==> src/rtl/cnoc_pkg.sv <==
// -----------------------------------------------------------------------------
// cnoc_pkg
// Shared types and constants for the CNoC indication arbiter slice.
//   CNOC_WORD_W / CNOC_ID_W / CNOC_CNT_W : channel word, method id and word
//                                          count widths
//   cnoc_arb_state_t                     : arbiter message-serialiser states
//   cnoc_msg_word_t                      : channel word split into two 16-bit
//                                          fields (hi, lo)
//   idx_width()                          : index width for an N-entry table
//   clamp_nwords()                       : maps a raw word count into 1..max
// -----------------------------------------------------------------------------
package cnoc_pkg;

    localparam int CNOC_WORD_W = 32;
    localparam int CNOC_ID_W   = 16;
    localparam int CNOC_CNT_W  = 8;

    typedef enum logic [1:0] {
        IDLE    = 2'd0,
        PORTAL  = 2'd1,
        HEADER  = 2'd2,
        PAYLOAD = 2'd3
    } cnoc_arb_state_t;

    typedef struct packed {
        logic [15:0] hi;
        logic [15:0] lo;
    } cnoc_msg_word_t;

    // At least one bit, so single-entry tables still get a legal index.
    function automatic int idx_width(input int n);
        return (n > 1) ? $clog2(n) : 1;
    endfunction

    // A zero count still carries one payload word; oversize counts are cut
    // to what the capture buffer holds.
    function automatic logic [CNOC_CNT_W-1:0] clamp_nwords(
        input logic [CNOC_CNT_W-1:0] nwords,
        input int unsigned           max_words
    );
        if (nwords == '0)
            return CNOC_CNT_W'(1);
        else if (32'(nwords) > max_words)
            return CNOC_CNT_W'(max_words);
        else
            return nwords;
    endfunction

endpackage

==> src/rtl/cnoc_rr_picker.sv <==
// -----------------------------------------------------------------------------
// cnoc_rr_picker
// Combinational round-robin first-one finder: scans i_req starting at
// i_rr_ptr and wrapping modulo NUM_PORTALS.
//   i_req     : request vector, one bit per source
//   i_rr_ptr  : first index to consider
//   o_found   : at least one request is set
//   o_index   : index of the first set request in scan order
// -----------------------------------------------------------------------------
module cnoc_rr_picker
    import cnoc_pkg::*;
#(
    parameter int NUM_PORTALS = 2,
    parameter int IDX_W       = idx_width(NUM_PORTALS)
) (
    input  logic [NUM_PORTALS-1:0] i_req,
    input  logic [IDX_W-1:0]       i_rr_ptr,
    output logic                   o_found,
    output logic [IDX_W-1:0]       o_index
);

    int               w_sum;
    logic [IDX_W-1:0] w_cand;

    // NOTE: every output and temporary gets a default before the loop so
    // that no path leaves a value unassigned (which would infer a latch).
    always_comb begin
        o_found = 1'b0;
        o_index = '0;
        w_sum   = 0;
        w_cand  = '0;
        for (int j = 0; j < NUM_PORTALS; j++) begin
            w_sum = int'(i_rr_ptr) + j;
            if (w_sum >= NUM_PORTALS)
                w_sum = w_sum - NUM_PORTALS;
            w_cand = IDX_W'(w_sum);
            if (!o_found && i_req[w_cand]) begin
                o_found = 1'b1;
                o_index = w_cand;
            end
        end
    end

endmodule

==> src/rtl/cnoc_indication_arbiter.sv <==
// -----------------------------------------------------------------------------
// cnoc_indication_arbiter
// Shares the 32-bit CNoC indication channel among NUM_PORTALS sources with
// round-robin arbitration. A granted source's whole message is captured in
// one cycle, then sent as: portal word, header word, payload words. The
// channel stays with that message until its last word is dequeued.
//
// Ports
//   CLK, RST_N            : clock; synchronous active-low reset
//   src_valid[i]          : source i holds a complete message
//   src_id                : 16-bit method id per source (slice i = [16i+15:16i])
//   src_nwords            : 8-bit payload count per source
//   src_data              : MAX_WORDS x 32-bit payload per source
//   src_deq[i]            : one-cycle pulse, source i's message was captured
//   indications_first     : current channel word
//   RDY_indications_first : indications_first is valid
//   EN_indications_deq    : consumer takes the current word
//   indications_notEmpty  : same as RDY_indications_first
//   busy                  : a message is being serialised
//
// Build option: define CNOC_ARB_TRACE_EN to print every grant and every
// dequeued word in simulation.
// -----------------------------------------------------------------------------
module cnoc_indication_arbiter
    import cnoc_pkg::*;
#(
    parameter int NUM_PORTALS = 2,
    parameter int MAX_WORDS   = 4,
    parameter int PORTAL_BASE = 5
) (
    input  logic                                     CLK,
    input  logic                                     RST_N,
    input  logic [NUM_PORTALS-1:0]                   src_valid,
    input  logic [CNOC_ID_W*NUM_PORTALS-1:0]         src_id,
    input  logic [CNOC_CNT_W*NUM_PORTALS-1:0]        src_nwords,
    input  logic [CNOC_WORD_W*MAX_WORDS*NUM_PORTALS-1:0] src_data,
    output logic [NUM_PORTALS-1:0]                   src_deq,
    output logic [CNOC_WORD_W-1:0]                   indications_first,
    output logic                                     RDY_indications_first,
    input  logic                                     EN_indications_deq,
    output logic                                     indications_notEmpty,
    output logic                                     busy
);

    localparam int IDX_W = idx_width(NUM_PORTALS);
    localparam int K_W   = idx_width(MAX_WORDS);

    // ---- per-source views of the flat input buses ---------------------------
    logic [CNOC_ID_W-1:0]   w_src_id     [NUM_PORTALS];
    logic [CNOC_CNT_W-1:0]  w_src_nwords [NUM_PORTALS];
    logic [CNOC_WORD_W-1:0] w_src_data   [NUM_PORTALS][MAX_WORDS];

    for (genvar p = 0; p < NUM_PORTALS; p++) begin : g_unpack
        assign w_src_id[p]     = src_id[p*CNOC_ID_W +: CNOC_ID_W];
        assign w_src_nwords[p] = src_nwords[p*CNOC_CNT_W +: CNOC_CNT_W];
        for (genvar k = 0; k < MAX_WORDS; k++) begin : g_word
            assign w_src_data[p][k] =
                src_data[(p*MAX_WORDS+k)*CNOC_WORD_W +: CNOC_WORD_W];
        end
    end

    // ---- state ---------------------------------------------------------------
    cnoc_arb_state_t        r_state;
    cnoc_arb_state_t        w_next_state;
    logic [IDX_W-1:0]       r_rr_ptr;
    logic [IDX_W-1:0]       r_grant;
    logic [K_W-1:0]         r_cnt;
    logic [CNOC_ID_W-1:0]   r_id;
    logic [CNOC_CNT_W-1:0]  r_n;
    logic [CNOC_WORD_W-1:0] r_data [MAX_WORDS];

    // ---- combinational helpers -----------------------------------------------
    logic                   w_found;
    logic [IDX_W-1:0]       w_pick;
    logic                   w_capture;
    logic                   w_rdy;
    logic                   w_fire;
    logic                   w_last_word;
    cnoc_msg_word_t         w_word;
    logic [15:0]            w_portal_no;
    logic [15:0]            w_n_plus2;
    logic [15:0]            w_n_plus1;
    logic [IDX_W-1:0]       w_rr_next;

    cnoc_rr_picker #(
        .NUM_PORTALS (NUM_PORTALS),
        .IDX_W       (IDX_W)
    ) u_picker (
        .i_req    (src_valid),
        .i_rr_ptr (r_rr_ptr),
        .o_found  (w_found),
        .o_index  (w_pick)
    );

    assign w_portal_no = 16'(PORTAL_BASE + int'(r_grant));
    assign w_n_plus2   = 16'(r_n) + 16'd2;
    assign w_n_plus1   = 16'(r_n) + 16'd1;
    assign w_last_word = (CNOC_CNT_W'(r_cnt) == (r_n - CNOC_CNT_W'(1)));
    assign w_rr_next   = (int'(r_grant) == NUM_PORTALS - 1) ? '0
                                                             : r_grant + IDX_W'(1);
    assign w_fire      = EN_indications_deq && w_rdy;

    // ---- FSM: next state and channel outputs ---------------------------------
    always_comb begin
        w_next_state = r_state;
        w_capture    = 1'b0;
        w_rdy        = 1'b0;
        w_word       = '0;
        unique case (r_state)
            IDLE: begin
                if (w_found) begin
                    w_capture    = 1'b1;
                    w_next_state = PORTAL;
                end
            end
            PORTAL: begin
                w_rdy     = 1'b1;
                w_word.hi = w_portal_no;
                w_word.lo = w_n_plus2;
                if (EN_indications_deq)
                    w_next_state = HEADER;
            end
            HEADER: begin
                w_rdy     = 1'b1;
                w_word.hi = r_id;
                w_word.lo = w_n_plus1;
                if (EN_indications_deq)
                    w_next_state = PAYLOAD;
            end
            PAYLOAD: begin
                w_rdy  = 1'b1;
                w_word = r_data[r_cnt];
                if (EN_indications_deq && w_last_word)
                    w_next_state = IDLE;
            end
            default: w_next_state = IDLE;
        endcase
    end

    // NOTE: sequential state uses non-blocking assignments so every register
    // samples the pre-edge values, independent of statement order.
    always_ff @(posedge CLK) begin
        if (!RST_N) begin
            r_state  <= IDLE;
            r_rr_ptr <= '0;
            r_grant  <= '0;
            r_cnt    <= '0;
        end else begin
            r_state <= w_next_state;
            if (w_capture)
                r_grant <= w_pick;
            if (r_state == PAYLOAD && w_fire) begin
                if (w_last_word) begin
                    r_cnt    <= '0;
                    r_rr_ptr <= w_rr_next;
                end else begin
                    r_cnt <= r_cnt + K_W'(1);
                end
            end
        end
    end

    // NOTE: the message buffer is deliberately not reset; it is only read in
    // PORTAL/HEADER/PAYLOAD, which are reachable only after a capture writes it.
    always_ff @(posedge CLK) begin
        if (w_capture) begin
            r_id <= w_src_id[w_pick];
            r_n  <= clamp_nwords(w_src_nwords[w_pick], MAX_WORDS);
            for (int k = 0; k < MAX_WORDS; k++)
                r_data[k] <= w_src_data[w_pick][k];
        end
    end

    // ---- outputs -------------------------------------------------------------
    // The grant pulse is suppressed while reset is held so no source loses a
    // message that the reset is about to discard.
    always_comb begin
        src_deq = '0;
        for (int i = 0; i < NUM_PORTALS; i++)
            src_deq[i] = RST_N && w_capture && (w_pick == IDX_W'(i));
    end

    assign indications_first     = w_word;
    assign RDY_indications_first = w_rdy;
    assign indications_notEmpty  = w_rdy;
    assign busy                  = (r_state != IDLE);

`ifdef CNOC_ARB_TRACE_EN
    always_ff @(posedge CLK) begin
        if (RST_N && w_capture)
            $display("CNOCARB: grant %d id %x words %d", w_pick, w_src_id[w_pick],
                     clamp_nwords(w_src_nwords[w_pick], MAX_WORDS));
        if (RST_N && w_fire)
            $display("CNOCARB: word %x", w_word);
    end
`else
    // Trace output compiled out.
`endif

endmodule

==> config.mk <==
export PLATFORM = sky130hd
export DESIGN_NAME = cnoc_indication_arbiter
export DESIGN_NICKNAME = d
export VERILOG_FILES = /design/src/rtl/cnoc_pkg.sv /design/src/rtl/cnoc_rr_picker.sv /design/src/rtl/cnoc_indication_arbiter.sv
export SDC_FILE = /design/constraint.sdc
export NUM_CORES = 1
export LEC_CHECK = 0
export BUFFER_PORTS_ARGS = -buffer_cell sky130_fd_sc_hd__buf_2
export CAP_MARGIN = 20
export CELL_PAD_IN_SITES_DETAIL_PLACEMENT = 1
export CELL_PAD_IN_SITES_GLOBAL_PLACEMENT = 1
export CORE_MARGIN = 10
export CORE_UTILIZATION = 38
export DETAILED_ROUTE_END_ITERATION = 12
export GPL_ROUTABILITY_DRIVEN = 0
export PLACE_DENSITY = 0.8
export SYNTH_ARGS = -nofsm -noshare
export SYNTH_HDL_FRONTEND = slang
export SYNTH_SLANG_ARGS = --single-unit
==> constraint.sdc <==
create_clock -name CLK -period 12.9 [get_ports CLK]
set_input_delay 2.58 -clock CLK [delete_from_list [all_inputs] [get_ports CLK]]
set_output_delay 2.58 -clock CLK [all_outputs]
set_load 0.02 [all_outputs]
# Word level (Yosys, flattened, before mapping)
# Memory sizes are Yosys's and may differ from the RTL's. A register that Yosys moved wholly into a read port is not among the register bits.
# Index checks and enable logic that the tools add are counted.
# totals
ramBits,128
ff_bits,30
mem_count,1
elab_cells,83
output_inout_bits,37
input_bits,309
# op_classes
addsub,9
n_bitwise,2
order_cmp,6
mux,35
n_eq_ne,8
reduce_logical,15
# memory_table
memory,words,width,rd,rd_ports_with_merged_regs,write_ports,line_no,rtl
r_data,4,32,1,1,4,cnoc_indication_arbiter.sv:70,logic [CNOC_WORD_W-1:0] r_data [MAX_WORDS];
# op_table
op,n
2-to-1 mux 128 bit,3
one-hot mux 32 bit (3 select lines),1
2-to-1 mux 16 bit,3
2-to-1 mux 8 bit,3
2-to-1 mux 1 bit,16
2-to-1 mux 2 bit,7
"adder 8 x 1 -> 9 bit, second input constant",1
"adder 8 x 2 -> 9 bit, second input constant",1
== test 2 x 8 -> 1 bit,1
"> comparator 8 x 3 -> 1 bit, second input constant",1
logical NOT 8 bit,1
one-hot mux 2 bit (4 select lines),1
"subtractor 8 x 1 -> 8 bit, second input constant",1
logical AND 1 bit,7
"inequality test 2 bit, second input constant",3
"adder 3 x 1 -> 4 bit, first input constant",1
"== test 2 bit, second input constant",2
">= comparator 2 bit, second input constant",2
"less-than comparator 1 x 2 -> 1 bit, second input constant",2
AND reduction 4 bit,1
2-to-1 mux 3 bit,1
OR reduction 3 bit,1
"adder 1 x 1 -> 2 bit, second input constant",1
"adder 2 x 1 -> 2 bit, second input constant",1
other kinds (12),13

# Depth between registers and ports, before layout
# Gate-level depths: netlist (run 1).
# logic_depth
depth_word,14
ltp_mapped,7
ltp_nobuf,6

# Hierarchy
# A second synthesis (run 1) with hierarchy kept.
# hier_totals
hier_cells,515
area_unflattened_um2,8181.6
# modules_own_cells
mod,seq_area_each_um2,area_each_um2,cells_each,instances
cnoc_indication_arbiter,4724.5,8164.1,512,1
cnoc_rr_picker,0.0,17.5,3,1

# Least setup slack after synthesis (run 1)
# Ideal clock, no wire load.
# synth_path
path_type,in2out
startpoint,in src_valid[1]
endpoint,out src_deq[0]
arrival_time_ps,10061
n_path_buf,0
slack_ps,259
required_time_ps,10320
path_stages,3
path_cell_list,nor2_1 > nor2_1 > and3_1
# synth_via
elab_chain_cells,10
word_cells_on_any_way,15
classes_between,10 x mux; 1 x bitwise; 4 x reduce/logical
# synth_rtl
element,line_no,rtl
"start, declared",cnoc_indication_arbiter.sv:33,"input logic [NUM_PORTALS-1:0] src_valid,"
2-to-1 mux 1 bit (not written as such) (2 in a row),cnoc_rr_picker.sv:37,if (!o_found && i_req[w_cand]) begin
2-to-1 mux 1 bit,cnoc_rr_picker.sv:37,
logical NOT 1 bit,cnoc_rr_picker.sv:37,
logical AND 1 bit,cnoc_rr_picker.sv:37,
2-to-1 mux 1 bit (*),cnoc_rr_picker.sv:37,
2-to-1 mux 1 bit (*),cnoc_indication_arbiter.sv:111,if (w_found) begin
2-to-1 mux 1 bit (*),cnoc_indication_arbiter.sv:109,unique case (r_state)
via w_capture,cnoc_indication_arbiter.sv:75,logic w_capture;
logical AND 1 bit (*) (2 in a row),cnoc_indication_arbiter.sv:180,src_deq[i] = RST_N && w_capture && (w_pick == IDX_W'(i));
"end, declared",cnoc_indication_arbiter.sv:37,"output logic [NUM_PORTALS-1:0] src_deq,"
# Mark *: on every way through the listed nets, which the timed path passes. The rest lies on a longest branch. The select of a mux whose other input is x is not followed.

# Worst setup path after layout (run 1)
# layout_path
startpoint,in src_valid[1]
endpoint,out src_deq[1]
# The elaborated chain is that of the path after synthesis.

==> results of run 1 <==
==> power groups by stage <==
stage | Combinational, mW | Sequential (mW) | Clock (mW)
after global routing | 0.460 | 0.867 | 0.521
after detailed placement | 0.424 | 0.860 | 0
after global placement | 0.413 | 0.849 | 0
after floorplan | 0.293 | 0.862 | 0
final | 0.419 | 0.849 | 0.487
after CTS | 0.426 | 0.851 | 0.500
==> synth_stat cells (2+ instances only) <==
cell type | count | share of area [%]
nor2_1 | 15 | 0.68
nor4_1 | 2 | 0.15
nor3_1 | 3 | 0.18
edfxtp_1 | 152 | 55
a222oi_1 | 4 | 0.48
inv_1 | 12 | 0.54
and3_1 | 3 | 0.23
nand2_1 | 20 | 0.91
clkbuf_1 | 5 | 0.23
a22o_1 | 13 | 1.4
buf_4 | 4 | 0.36
xor2_1 | 3 | 0.32
buf_2 | 21 | 1.3
or4_1 | 2 | 0.18
o21ai_0 | 7 | 0.42
mux2_2 | 144 | 20
a22oi_1 | 2 | 0.18
ha_1 | 9 | 1.4
mux4_2 | 31 | 8.4
xnor2_1 | 2 | 0.21
o221ai_1 | 2 | 0.21
nand2b_1 | 2 | 0.15
buf_1 | 2 | 0.091
buf_6 | 2 | 0.27
mux2i_1 | 6 | 0.73
dfxtp_1 | 8 | 1.9
a21oi_1 | 11 | 0.67
and2_1 | 8 | 0.61
a31oi_1 | 2 | 0.15
nand4_1 | 2 | 0.15
==> registers in the layout, indices dropped and copies added, names as in the netlist, named ones only <==
register / flops
r_cnt: 2
r_data: 128
r_grant: 1
r_id: 16
r_n: 8
r_rr_ptr: 1
r_state: 2
==> layout make-up <==
| class | instances | share of cell area [%] |
|---|---|---|
| clock inverter | 15 | 1.356 |
| sequential | 160 | 43.78 |
| tap | 275 | 3.187 |
| clock buffer | 17 | 3.940 |
| multi-input combinational | 317 | 30.77 |
| timing repair buffer | 352 | 16.55 |
| inverter | 12 | 0.4172 |
==> final timing paths <==
| check | start | end | slack (ns) | cells past startpoint |
|---|---|---|---|---|
| setup reg to reg | r_state[1] | r_data[3][12] | 9.86 | 6 |
| hold / removal | r_state[1] | r_state[1] | 0.50 | 2 |
| hold reg to reg | r_state[1] | r_state[1] | 0.50 | 2 |
| setup / recovery | src_valid[1] | src_deq[1] | 6.33 | 7 |
==> worst min-delay path: cells and delay by family, from the launching register on <==
| kind | cells | cell delay [ns] |
|---|---|---|
| simple gates | 1 | 0.06 |
| flops | 1 | 0.33 |
| mux | 1 | 0.05 |
==> per-stage QoR <==
stage	power, mW	hold slack, ns	std cells	util [%]
after floorplan	1.155	0.4488	525	-
after detailed placement	1.284	0.4983	1115	48.11
after global routing	1.848	0.5501	1148	50.88
after global placement	1.261	0.4853	1115	48.11
after CTS	1.778	0.5066	1147	50.81
final	1.755	0.5001	1148	50.88
==> logic make-up (layout without fill, tap and decap cells) <==
| logic type | after synthesis | count (layout) | share of synthesized area [%] |
|---|---|---|---|
| mux | 182 | 182 | 29.09 |
| flops | 160 | 160 | 57.13 |
| other cells | 1 | 5 | 0.04534 |
| xor+xnor | 5 | 5 | 0.5296 |
| fa+ha+maj | 9 | 9 | 1.362 |
| compound gates | 52 | 52 | 4.811 |
| buf+inv | 48 | 396 | 3.071 |
| simple gates | 64 | 64 | 3.964 |
==> routing by layer <==
layer / up-vias / global-route usage [%] / wire, microns
met5: - / 0 / 13
met4: 2 / 4.050 / 271
met3: 19 / 6.203 / 1808
met2: 220 / 32.27 / 13810
met1: 2869 / 19.22 / 9806
li1: 2743 / - / -
==> layout by cell type, fill, tap and decap left out, types with 2 or more instances in the layout <==
cell type	count
o21ai_0	7
clkbuf_16	17
inv_6	6
nand2_1	20
nor4_1	2
inv_1	12
mux2i_1	6
and3_1	3
buf_4	6
xor2_1	3
a222oi_1	4
dfxtp_2	2
inv_8	2
a22o_1	13
clkinv_4	3
ha_1	9
mux4_2	31
clkinv_1	2
mux2_2	144
nand2b_1	2
edfxtp_1	152
a22oi_1	2
or4_1	2
o221ai_1	2
xnor2_1	2
buf_2	345
dfxtp_1	6
a31oi_1	2
nand4_1	2
conb_1	5
a21oi_1	11
and2_1	8
nor2_1	14
nor3_1	3
==> summary.md, run 1 <==
| Metric | Value |
|---|---|
| Crit. End Element | output pin |
| Hold buffers post-CTS | 0 |
| Critical path type | in -> out |
| Detailed Place HPWL | 19.93 mm |
| Pre-Repair DR Iteration Count | 4 |
| Htree depth | 4 |
| Max Freq | 152.2 MHz |
| Starting density of the core | 38.97% |
| Yosys reg bits | 160 |
| Hold WC Path Type | reg -> reg |
| Fillers | 2262 |
| Fin area | 10800 sq um |
| CP Cell Sequence | buf_2, nor2_1, nor2_4, buf_4, nand2_1, nor2_1, buf_2 |
| Maximum VDD drop | 0.08006 mV |
| Vias in the first global route | 6736 |
| Vias | 5853 |
| Post-CTS setup buffer count | 0 |
| Part of the power in combinational logic | 23.9% |
| Slew margin rel. | 32.73% |
| Worst-Margin Slew | 1.009 ns |
| Largest net degree at the start of global routing | 79 |
| Clk_skew | 0.01899 ns |
| Crit-path max cell delay | between 0.7 and 0.8 ns |
| Net switching power | 0.5194 mW |
| I/O pin count | 346 |
| CTS resizes | 0 |
| Num CTS Buffers | 17 |
| Ys async rst share | 0% |
| Worst-path clk slew | 0.06 ns |
| Part of the Yosys area used for sequential elements | 57.13% |
| P per Cell Area | roughly 160 nW/um^2 |
| All-Layer GR Usage | around 18% |
| Root Buffer | clkbuf_16 |
| Detail Route Antenna Nets | 0 |
| Slew Viols, Final | 0 |
| Worst Path Buf+Inv | 3 |
| Initial antenna violation count | 1 |
| Period utilization | 50.95% |
| Setup ws final | 6.328 ns |
| CTS tree | built |
| Rows | 53 |
| Setup Viol. Count Final | 0 |
| Area of the multi-input gates | 3322 sq um |
| Die Ht | 167.5 microns |
| Area Overhead vs Synth | 30.54% |
| Avg WL per Cell | 22.39 microns |
| Bufs on Longest Clock Path | 2 |
| Layout cell share with drive strength beyond 1 | between 60% and 70% |
| Routed WL | 25.71 mm |
| Post-synth top flop | edfxtp_1 |
| Via-to-Cell Ratio | 5.098 |
| CP Data Arrival Time | about 4 ns |
| First-iteration detailed-routing DRC count | 257 |
| Status | finished, final reports clean |
| Leakage power | 4.438 nW |
| Clk_lat worst skew | ~0.42 ns |
| Register Area | 4727 sq um |
| Setup WS pre-CTS | 6.272 ns |
| Crit path time final | 6.572 ns |
| N_diodes | 0 |
| Die area | 28060 sq um |
| Cell-internal power | 1.236 mW |
| Switching Share | 29.59% |
| Total gr overflow | 0 |
| CP delay by family, top | buffers and inverters |
| EDFF count, synth | 152 |
| Core region area | 21220 sq um |
| Distinct cells, synth | 52 |
| DRC violations left | 0 |
| Critical path required time | 10.32 ns |
| CP max FO | 78 |
| Synthesized cell area | just over 8000 sq um |
| Final Net Count | approximately 1200 |
| Critical path startpoint category | input pin |
| Clk pwr share | 27.8% |
| Post-Syn Instances | 521 |
| First-pass GRT wire length | ~39 mm |
| Syn avg cell area | between 15 and 20 sq um |
| Input/output buffers | 345 |
| Area post-placement | 10210 sq um |
| Reg power frac | 48.3% |
| # clock sinks | 160 |
| Max-cap violations | 0 |
| Slowest cell on the critical path | buf_4 |
| Die W | 167.5 microns |
| Unrepaired setup endpoints after global routing | false |
| Final Hold Viols | 0 |
| Syn. warnings | 0 |
| Setup_tns | 0 ns |
(Power assumes the default switching activity.)
==> inputs of run 2 (changes only) <==
--- a/config.mk
+++ b/config.mk
@@ -10,10 +10,10 @@
 export CELL_PAD_IN_SITES_DETAIL_PLACEMENT = 1
 export CELL_PAD_IN_SITES_GLOBAL_PLACEMENT = 1
 export CORE_MARGIN = 10
-export CORE_UTILIZATION = 38
+export CORE_UTILIZATION = 35
 export DETAILED_ROUTE_END_ITERATION = 12
 export GPL_ROUTABILITY_DRIVEN = 0
-export PLACE_DENSITY = 0.8
+export PLACE_DENSITY = 0.78
 export SYNTH_ARGS = -nofsm -noshare
 export SYNTH_HDL_FRONTEND = slang
 export SYNTH_SLANG_ARGS = --single-unit
==> constraint.sdc (replaced) <==
create_clock -name CLK -period 5.3 [get_ports CLK]
set_input_delay 1.06 -clock CLK [delete_from_list [all_inputs] [get_ports CLK]]
set_output_delay 1.06 -clock CLK [all_outputs]
set_load 0.02 [all_outputs]
==> summary.md, run 2 (synthesis results as in run 1) <==
| Metric | Value |
|---|---|
| Rows | 56 (+5.7%) |
| Pre-Repair DR Iteration Count | 4 (unchanged) |
| Max-cap violations | 0 (unchanged) |
| Hold WC Path Type | reg -> reg |
| First-iteration detailed-routing DRC count | 296 (+15%) |
| P per Cell Area | 398.9 nW/um^2 (+150%) |
| Commonest non-fill, non-tap cell in the layout | buf_2 |
| Num CTS Buffers | 17 (unchanged) |
| Most frequent cells in the layout | buf_2 (345), edfxtp_1 (152), mux2_2 (144) |
| Final Net Count | 1178 (unchanged) |
| Period utilization | 70.33% |
| All-Layer GR Usage | 16.63% (-1.1 points) |
| Starting density of the core | 35.45% (-3.5 points) |
| Root Buffer | clkbuf_16 |
| Final Hold Viols | 0 (unchanged) |
| Vias | 5860 (+0.12%) |
| Input/output buffers | 345 (unchanged) |
| Crit-path max cell delay | 0.89 ns (+0.17 ns) |
| Maximum VDD drop | 0.2569 mV (+220%) |
| CP max FO | 21 (-73%) |
| Hold buffers post-CTS | 0 (unchanged) |
| Crit. End Element | output pin |
| Layout cell share with drive strength beyond 1 | 65.29% (+0.11 points) |
| CTS tree | built |
| Die W | 173.7 microns (+3.7%) |
| I/O pin count | 346 (unchanged) |
| Critical path startpoint category | flop |
| Crit path time final | 3.728 ns |
| DRC violations left | 0 (unchanged) |
| Vias in the first global route | 6780 (+0.65%) |
| Setup Viol. Count Final | 0 (unchanged) |
| Die Ht | 173.7 microns (+3.7%) |
| Detail Route Antenna Nets | 0 (unchanged) |
| Area Overhead vs Synth | 31.74% |
| Total gr overflow | 0 (unchanged) |
| Final core occ | 46.70% (-4.2 points) |
| Clk_lat worst skew | 0.43 ns (about the same) |
| Slew Viols, Final | 0 (unchanged) |
| Worst-Margin Slew | 1.022 ns (+0.01311 ns) |
| Slowest cell on the critical path | dfxtp_2 |
| Core region area | 23330 sq um (+10%) |
| Worst-path clk slew | 0.07 ns (about the same) |
| Top reg by flops | r_data |
| Clk_skew | 0.01215 ns (-0.006841 ns) |
| CP Cell Sequence | buf_4, mux4_1, a22o_1, buf_2 |
| Largest register FFs | 128 (unchanged) |
| Initial antenna violation count | 1 (unchanged) |
| First-pass GRT wire length | 38.84 mm (+0.47%) |
| Critical path required time | 4.24 ns (-6.08 ns) |
| Post-CTS setup buffer count | 0 (unchanged) |
| Unrepaired setup endpoints after global routing | false |
| Setup_tns | 0 ns (unchanged) |
| Die area | 30180 sq um (+7.5%) |
| Avg WL per Cell | 21.35 microns (-4.7%) |
| Htree depth | 4 (unchanged) |
| Routed WL | 25.47 mm (-0.92%) |
| Detailed Place HPWL | 19.71 mm (-1.1%) |
| Via-to-Cell Ratio | 4.912 (-3.7%) |
| Max Freq | roughly 270 MHz |
| Bufs on Longest Clock Path | 2 (unchanged) |
| Largest net degree at the start of global routing | 81 (+2.5%) |
| Fillers | 2477 (+9.5%) |
| Critical path type | reg -> out |
| Slew margin rel. | 31.86% (-0.87 points) |
| Largest registers | r_data: 128 flops, r_id: 16 flops, r_n: 8 flops |
| # clock sinks | 160 (unchanged) |
| CP Data Arrival Time | 2.67 ns (-1.32 ns) |
| CTS resizes | 0 (unchanged) |
| Status | finished, final reports clean |
| Leakage power | 4.461 nW (+0.52%) |
-- run 2: layout make-up --
| cell class | count | area (sq um) | share of cell area, % |
|---|---|---|---|
| antenna | 1 | 2.502 | 0.02297 |
| clock buffer | 17 | 425.4 | 3.904 |
| clock inverter | 15 | 187.7 | 1.723 |
| inverter | 12 | 45.04 | 0.4134 |
| multi-input combinational | 317 | 3322 | 30.49 |
| sequential | 160 | 4727 | 43.39 |
| tap | 319 | 399.1 | 3.663 |
| timing repair buffer | 352 | 1787 | 16.40 |
-- run 2: stage by stage --
stage | setup WS [ns] | power [mW] | std cells | hold slack (ns) | area [sq um]
after floorplan | 0.3578 | 2.741 | 525 | 0.4488 | 8293
after global placement | 1.772 | 3.091 | 1159 | 0.4832 | 10260
after detailed placement | 1.917 | 3.133 | 1160 | 0.4991 | 10280
after CTS | 1.439 | 4.400 | 1192 | 0.5098 | 10890
after global routing | 1.340 | 4.581 | 1193 | 0.5434 | 10900
final | 1.572 | 4.346 | 1193 | 0.5056 | 10900
-- run 2: power by group --
group | internal, mW | switching, mW | leakage (nW)
sequential | 1.91 | 0.156 | 1.55
clock | 0.683 | 0.569 | 0.301
combinational | 0.436 | 0.591 | 2.61
total | 3.03 | 1.32 | 4.46
-- run 2: metal layers --
layer  up-vias  wire length [microns]  GRT usage, %
li1       2737                      -             -
met1      2866                  10060         18.67
met2       235                  13220         29.31
met3        22                   1830         5.794
met4         0                    353         4.489
met5         -                      0             0
-- run 2: worst paths after layout --
| path | startpoint | to | slack, ns | cells past startpoint |
|---|---|---|---|---|
| worst max register to register | r_state[1] | r_data[3][17] | 3.12 | 5 |
| worst min register to register | r_state[1] | r_state[1] | 0.51 | 2 |
| worst max-delay path | flop | indications_first[26] | 1.57 | 4 |
| worst min-delay path | r_state[1] | r_state[1] | 0.51 | 2 |
-- run 2: worst max-delay path, delay by kind of cell, from the launching register on --
family | cells | cell delay (ns)
DFF | 1 | 0.89
muxes | 1 | 0.60
buffers and inverters | 2 | 0.56
AOI/OAI and AO/OA | 1 | 0.19
